<file path="config.mk">
export PLATFORM = sky130hd
export DESIGN_NAME = multicycle_control_fsm
export DESIGN_NICKNAME = d
export VERILOG_FILES = /design/src/rtl/multicycle_control_fsm.sv
export SDC_FILE = /design/constraint.sdc
export NUM_CORES = 1
export LEC_CHECK = 0
export ABC_AREA = 1
export CAP_MARGIN = 20
export CORE_AREA = 2 2 96 98
export DETAILED_ROUTE_END_ITERATION = 10
export DIE_AREA = 0 0 98 100
export GPL_TIMING_DRIVEN = 1
export PLACE_DENSITY = 0.7
export SLEW_MARGIN = 20
export SYNTH_ARGS = -nofsm -noshare
export SYNTH_HDL_FRONTEND = slang
export SYNTH_SLANG_ARGS = --single-unit
export TNS_END_PERCENT = 20
</file>
<file path="constraint.sdc">
create_clock -name clk -period 4.8 [get_ports clk]
set_input_delay 1.44 -clock clk [delete_from_list [all_inputs] [get_ports clk]]
set_output_delay 1.44 -clock clk [all_outputs]
set_load 0.01 [all_outputs]
</file>
<file path="src/rtl/multicycle_control_fsm.sv">
// Sequencing FSM for a multi-cycle RV32I-subset datapath: drives one strobe set per
// cycle, stretches memory accesses on Mem_Ready_i, traps on illegal opcodes/timeouts.
module multicycle_control_fsm #(
  parameter int CNT_WIDTH  = 32,
  parameter int WAIT_LIMIT = 16
) (
  input  logic                 clk,
  input  logic                 reset,
  input  logic [6:0]           OP_i,
  input  logic                 Zero_i,
  input  logic                 Mem_Ready_i,
  output logic                 PC_Write_o,
  output logic                 PC_Write_Cond_o,
  output logic                 PC_Src_o,
  output logic                 IR_Write_o,
  output logic                 I_or_D_o,
  output logic                 Mem_Read_o,
  output logic                 Mem_Write_o,
  output logic                 Reg_Write_o,
  output logic [1:0]           Mem_to_Reg_o,
  output logic [1:0]           ALU_Src_A_o,
  output logic [1:0]           ALU_Src_B_o,
  output logic [2:0]           ALU_Op_o,
  output logic [2:0]           State_o,
  output logic                 Trap_o,
  output logic [CNT_WIDTH-1:0] Instr_Count_o
);

  // state      | meaning
  // FETCH      | read instruction at PC, PC += 4
  // DECODE     | latch opcode, precompute branch/jump target into ALUOut
  // EXECUTE    | ALU operation / branch resolve / JAL
  // MEM_ACCESS | load or store at ALUOut
  // WRITEBACK  | write rd from ALUOut or MDR
  // TRAP       | illegal opcode or memory timeout, held until reset
  typedef enum logic [2:0] {
    S_FETCH   = 3'd0,
    S_DECODE  = 3'd1,
    S_EXECUTE = 3'd2,
    S_MEM     = 3'd3,
    S_WB      = 3'd4,
    S_TRAP    = 3'd5
  } state_t;

  localparam logic [6:0] OP_R      = 7'b0110011;
  localparam logic [6:0] OP_I      = 7'b0010011;
  localparam logic [6:0] OP_LOAD   = 7'b0000011;
  localparam logic [6:0] OP_STORE  = 7'b0100011;
  localparam logic [6:0] OP_BRANCH = 7'b1100011;
  localparam logic [6:0] OP_JAL    = 7'b1101111;
  localparam logic [6:0] OP_LUI    = 7'b0110111;

  localparam int              WAIT_W    = (WAIT_LIMIT > 1) ? $clog2(WAIT_LIMIT + 1) : 1;
  localparam logic [WAIT_W-1:0] WAIT_LAST = (WAIT_LIMIT > 0) ? WAIT_W'(WAIT_LIMIT - 1) : '0;
  localparam bit              HAS_TIMEOUT = (WAIT_LIMIT > 0);

  state_t               state_q, state_d;
  logic [6:0]           op_q, op_d;
  logic [WAIT_W-1:0]    wait_q, wait_d;
  logic                 trap_q, trap_d;
  logic [CNT_WIDTH-1:0] cnt_q, cnt_d;
  logic                 mem_wait;

  // Zero_i is combined with PC_Write_Cond_o in the datapath, not here.
  logic unused_zero;
  assign unused_zero = Zero_i;

  always_ff @(posedge clk or posedge reset) begin
    if (reset) begin
      state_q <= S_FETCH;
      op_q    <= '0;
      wait_q  <= '0;
      trap_q  <= 1'b0;
      cnt_q   <= '0;
    end else begin
      state_q <= state_d;
      op_q    <= op_d;
      wait_q  <= wait_d;
      trap_q  <= trap_d;
      cnt_q   <= cnt_d;
    end
  end

  always_comb begin
    state_d         = state_q;
    op_d            = op_q;
    wait_d          = '0;
    trap_d          = trap_q;
    cnt_d           = cnt_q;
    mem_wait        = 1'b0;
    PC_Write_o      = 1'b0;
    PC_Write_Cond_o = 1'b0;
    PC_Src_o        = 1'b0;
    IR_Write_o      = 1'b0;
    I_or_D_o        = 1'b0;
    Mem_Read_o      = 1'b0;
    Mem_Write_o     = 1'b0;
    Reg_Write_o     = 1'b0;
    Mem_to_Reg_o    = 2'b00;
    ALU_Src_A_o     = 2'b00;
    ALU_Src_B_o     = 2'b00;
    ALU_Op_o        = 3'b000;

    case (state_q)
      S_FETCH: begin
        Mem_Read_o  = 1'b1;
        ALU_Src_B_o = 2'b01;
        if (Mem_Ready_i) begin
          IR_Write_o = 1'b1;
          PC_Write_o = 1'b1;
          state_d    = S_DECODE;
        end else begin
          mem_wait = 1'b1;
        end
      end
      S_DECODE: begin
        op_d        = OP_i;
        ALU_Src_A_o = 2'b10;
        ALU_Src_B_o = 2'b10;
        case (OP_i)
          OP_R, OP_I, OP_LOAD, OP_STORE, OP_BRANCH, OP_JAL, OP_LUI: state_d = S_EXECUTE;
          default: state_d = S_TRAP;
        endcase
      end
      S_EXECUTE: begin
        case (op_q)
          OP_R: begin
            ALU_Src_A_o = 2'b01;
            ALU_Op_o    = 3'b010;
            state_d     = S_WB;
          end
          OP_I: begin
            ALU_Src_A_o = 2'b01;
            ALU_Src_B_o = 2'b10;
            ALU_Op_o    = 3'b011;
            state_d     = S_WB;
          end
          OP_LOAD, OP_STORE: begin
            ALU_Src_A_o = 2'b01;
            ALU_Src_B_o = 2'b10;
            state_d     = S_MEM;
          end
          OP_BRANCH: begin
            ALU_Src_A_o     = 2'b01;
            ALU_Op_o        = 3'b001;
            PC_Write_Cond_o = 1'b1;
            PC_Src_o        = 1'b1;
            state_d         = S_FETCH;
          end
          OP_JAL: begin
            PC_Write_o   = 1'b1;
            PC_Src_o     = 1'b1;
            Reg_Write_o  = 1'b1;
            Mem_to_Reg_o = 2'b10;
            state_d      = S_FETCH;
          end
          OP_LUI: begin
            ALU_Src_A_o = 2'b11;
            ALU_Src_B_o = 2'b10;
            state_d     = S_WB;
          end
          default: state_d = S_TRAP;
        endcase
      end
      S_MEM: begin
        I_or_D_o = 1'b1;
        if (op_q == OP_LOAD || op_q == OP_STORE) begin
          Mem_Read_o  = (op_q == OP_LOAD);
          Mem_Write_o = (op_q == OP_STORE);
          if (Mem_Ready_i) state_d = (op_q == OP_LOAD) ? S_WB : S_FETCH;
          else             mem_wait = 1'b1;
        end else begin
          state_d = S_TRAP;
        end
      end
      S_WB: begin
        Reg_Write_o  = 1'b1;
        Mem_to_Reg_o = (op_q == OP_LOAD) ? 2'b01 : 2'b00;
        state_d      = S_FETCH;
      end
      S_TRAP:  state_d = S_TRAP;
      default: state_d = S_TRAP;
    endcase

    // Counter only grows while we stay in the same memory state, so entry always sees zero.
    if (mem_wait) begin
      if (HAS_TIMEOUT && wait_q == WAIT_LAST) state_d = S_TRAP;
      else if (wait_q != '1)                  wait_d  = wait_q + WAIT_W'(1);
      else                                    wait_d  = wait_q;
    end

    if (state_d == S_TRAP) trap_d = 1'b1;

    if (state_d == S_FETCH &&
        (state_q == S_EXECUTE || state_q == S_MEM || state_q == S_WB))
      cnt_d = cnt_q + CNT_WIDTH'(1);

    if (reset) begin
      PC_Write_o      = 1'b0;
      PC_Write_Cond_o = 1'b0;
      PC_Src_o        = 1'b0;
      IR_Write_o      = 1'b0;
      I_or_D_o        = 1'b0;
      Mem_Read_o      = 1'b0;
      Mem_Write_o     = 1'b0;
      Reg_Write_o     = 1'b0;
      Mem_to_Reg_o    = 2'b00;
      ALU_Src_A_o     = 2'b00;
      ALU_Src_B_o     = 2'b00;
      ALU_Op_o        = 3'b000;
    end
  end

  assign State_o       = state_q;
  assign Trap_o        = trap_q;
  assign Instr_Count_o = cnt_q;

endmodule
</file>
==> results.py <==
metrics = {
    "setup_path": {
        "required_ns": 3.36,
        "startpoint_type": "primary input",
        "r2r_start": "State_o[1]$_DFF_PP0_",
        "arrival_ns": 3.03,
        "slowest_stage": "clkdlybuf4s50_1",
        "path_max_fanout": 5,
        "cp_common_cell": "clkdlybuf4s50_1",
        "cp-end-kind": "primary output",
        "regToRegSetupSlack_ns": 2.69,
        "slowest_delay_ns": 0.52,
        "timing.rr.end": "Instr_Count_o[27]$_DFFE_PP0P_",
        "rr_worst_depth": 9,
        "path_class": "in -> out",
        "path_cells": "clkdlybuf4s50_1, nor2_1, inv_1, nor3_1, or2_2, clkdlybuf4s50_1",
    },
    "synth": {
        "syn-num-nets": 473,
        "ys_seq_elements": 48,
        "syn_inst": 460,
        "synthArstFlopShare_pct": 100.0,
        "synth_sequential_area_ratio_pct": 38.05,
        "ys_warn_count": 0,
        "synthesis.area_um2": 3157,
        "synth.distinct_cells": 36,
        "yosys_most_used_dff": "dfrtp_1",
        "post_synth.cell_area_avg_um2": 6.863,
        "synth_edf_count": 0,
    },
    "detailed_routing": {
        "drtPass1Iterations": 4,
        "ant_nets": 0,
        "wl_mm": 7.934,
        "via_per_inst": 4.825,
        "num_vias": 3054,
        "detail_route.wl_per_cell_um": 12.53,
        "drc": 0,
        "drt_iter0_markers": 196,
    },
    "placement": {
        "dp_cells": 625,
        "gp_congestion": 0.9347,
        "postPlaceCellArea_um2": 3855,
        "io_buffer_count": 61,
        "dp_hpwl_mm": 6.122,
    },
    "floorplan": {
        "coreArea_um2": 8890,
        "dieArea_um2": 9800,
        "die_h_um": 100,
        "io_pins": 64,
        "die_w_um": 98,
        "core.rowCount": 35,
        "start_util_pct": 35.51,
    },
    "pwr": {
        "power_w": 0.0007149,
        "leakage_nw": 1.823,
        "peakVddDrop_v": 0.00009288,
        "power_density_nw_per_um2": 180.4,
    },
    "timing": {
        "fin_setup_tns_ns": 0,
        "period_needed_ns": 4.471,
        "slew_headroom_pct": 59.14,
        "tightest_slew_ns": 0.6129,
        "fmax_ghz": 0.2237,
        "fin_hold_ws_ns": 0.4662,
        "period_share_pct": 93.15,
        "hold_viol": 0,
        "finClkSkew_ns": 0.004405,
        "setup_viol": 0,
        "drv_slew": 0,
        "grt_setup_unrepaired": "false",
    },
    "flow_run": {
        "cap_violations": 0,
    },
    "final_layout": {
        "layoutNonFillerInstCount": 633,
        "finalNetCount": 534,
        "fillers": 920,
        "diodes": 0,
        "final_cell_mix": "185 x nand2_1, 61 x clkdlybuf4s50_1, 54 x nor2_1",
        "drive_gt1_share_pct": 6.705,
        "area_delta_synth_final_pct": 25.53,
        "final_common_cell": "nand2_1",
        "stdcell_area_um2": 3963,
    },
    "clock_network": {
        "cts_buffer_depth": 2,
        "cts_resized": 0,
        "cts_tree": "built",
        "clkTransAtPathRegs_ns": 0.08,
        "ctsHoldBuffers": 0,
        "clkLatencyLatePin_ns": 0.30,
        "postCtsSetupRepairBufs": 0,
        "numCtsBuffers": 5,
        "htree_levels": 2,
        "cts-root-buf": "clkbuf_8",
        "clock_sinks": 48,
    },
    "worst_hold_path": {
        "min_path_cells": 2,
        "hold_class": "reg -> reg",
        "hp-start": "Trap_o$_DFFE_PP0N_",
        "holdPathEnd": "Trap_o$_DFFE_PP0N_",
    },
    "global_routing": {
        "grt_max_degree": 49,
        "first_global_vias": 2833,
        "antenna_found_initial": 0,
        "grt_overflow": 0,
        "grt.total_usage_pct": 16.56,
        "grt_pass1_wl_mm": 13.34,
    },
    "run_status": {
        "status": "completed",
    },
}
report_power, final:
part	switching, W	internal [W]	total (W)
clock	0.000133	0.000155	0.000288
combinational	0.0000142	0.00000910	0.0000233
sequential	0	0.000404	0.000404
total	0.000147	0.000568	0.000715
through the flow:
stage	utilization, %	setup slack, ns
finish	44.57	0.3288
global route	44.57	0.2183
CTS	44.57	0.3306
detailed placement	43.36	0.3388
global placement	43.36	0.3754
floorplan	-	0.3330
cells by family after synthesis:
kind of cell             synth area share, %
adder cells (fa/ha/maj)               0.7926
other                                 0.1188
flip-flops                             38.05
AO/OA/AOI/OAI                          5.549
buffers and inverters                  7.769
XOR/XNOR                               7.491
AND/OR/NAND/NOR                        40.23
sequential cells by signal, summed over array words and instances, names as in the netlist:
register / cells
wait_q: 5
Trap_o: 1
op_q: 7
Instr_Count_o: 32
State_o: 3
how the worst max path moves through the flow:
| stage | from | end | slack, ns | cells after the start |
|---|---|---|---|---|
| global placement | reset | PC_Write_o | 0.38 | 7 |
| detailed placement | reset | PC_Src_o | 0.34 | 6 |
| CTS | reset | PC_Src_o | 0.33 | 6 |
| finish | reset | PC_Src_o | 0.33 | 6 |
| global route | reset | PC_Src_o | 0.22 | 6 |
| floorplan | reset | Mem_to_Reg_o[0] | 0.33 | 4 |
synth_stat cells, types with 3 or more instances:
| cell | instances | area share, % |
|---|---|---|
| nand3_1 | 14 | 2.2 |
| nand2_2 | 3 | 0.59 |
| o21ai_0 | 10 | 1.6 |
| clkbuf_1 | 3 | 0.36 |
| o21ai_2 | 3 | 0.83 |
| xnor2_1 | 8 | 2.2 |
| nand2_1 | 185 | 22 |
| nor3_1 | 18 | 2.9 |
| inv_2 | 7 | 0.83 |
| xor2_1 | 19 | 5.3 |
| inv_1 | 37 | 4.4 |
| dfrtp_1 | 48 | 38 |
| buf_6 | 4 | 1.4 |
| nand4_1 | 8 | 1.6 |
| nor2_1 | 54 | 6.4 |
| a21oi_1 | 7 | 1.1 |
| nand3b_1 | 5 | 1.2 |
final cells by class:
type                    instances  area, um^2  area share [%]
multi-input cells             357        1710           43.16
clock inverters                 2       35.03          0.8841
well taps                     111       138.9           3.505
clock buffers                   6       72.57           1.831
flip-flops and latches         48        1201           30.31
repair buffers                 64       633.1           15.98
inverters                      45       171.4           4.326
layer usage:
| metal | up-vias | track usage, % | wire, um |
|---|---|---|---|
| met1 | 1434 | 23.15 | 3789 |
| met2 | 58 | 26.77 | 3697 |
| met3 | 8 | 2.716 | 338 |
| met4 | 0 | 4.487 | 107 |
| li1 | 1554 | - | - |
| met5 | - | 0 | 0 |
critical path, delay by kind of cell:
family | cells | cell delay (ns)
buffers and inverters | 3 | 1.06
and+or+nand+nor | 3 | 0.52
(Power assumes the default switching activity.)
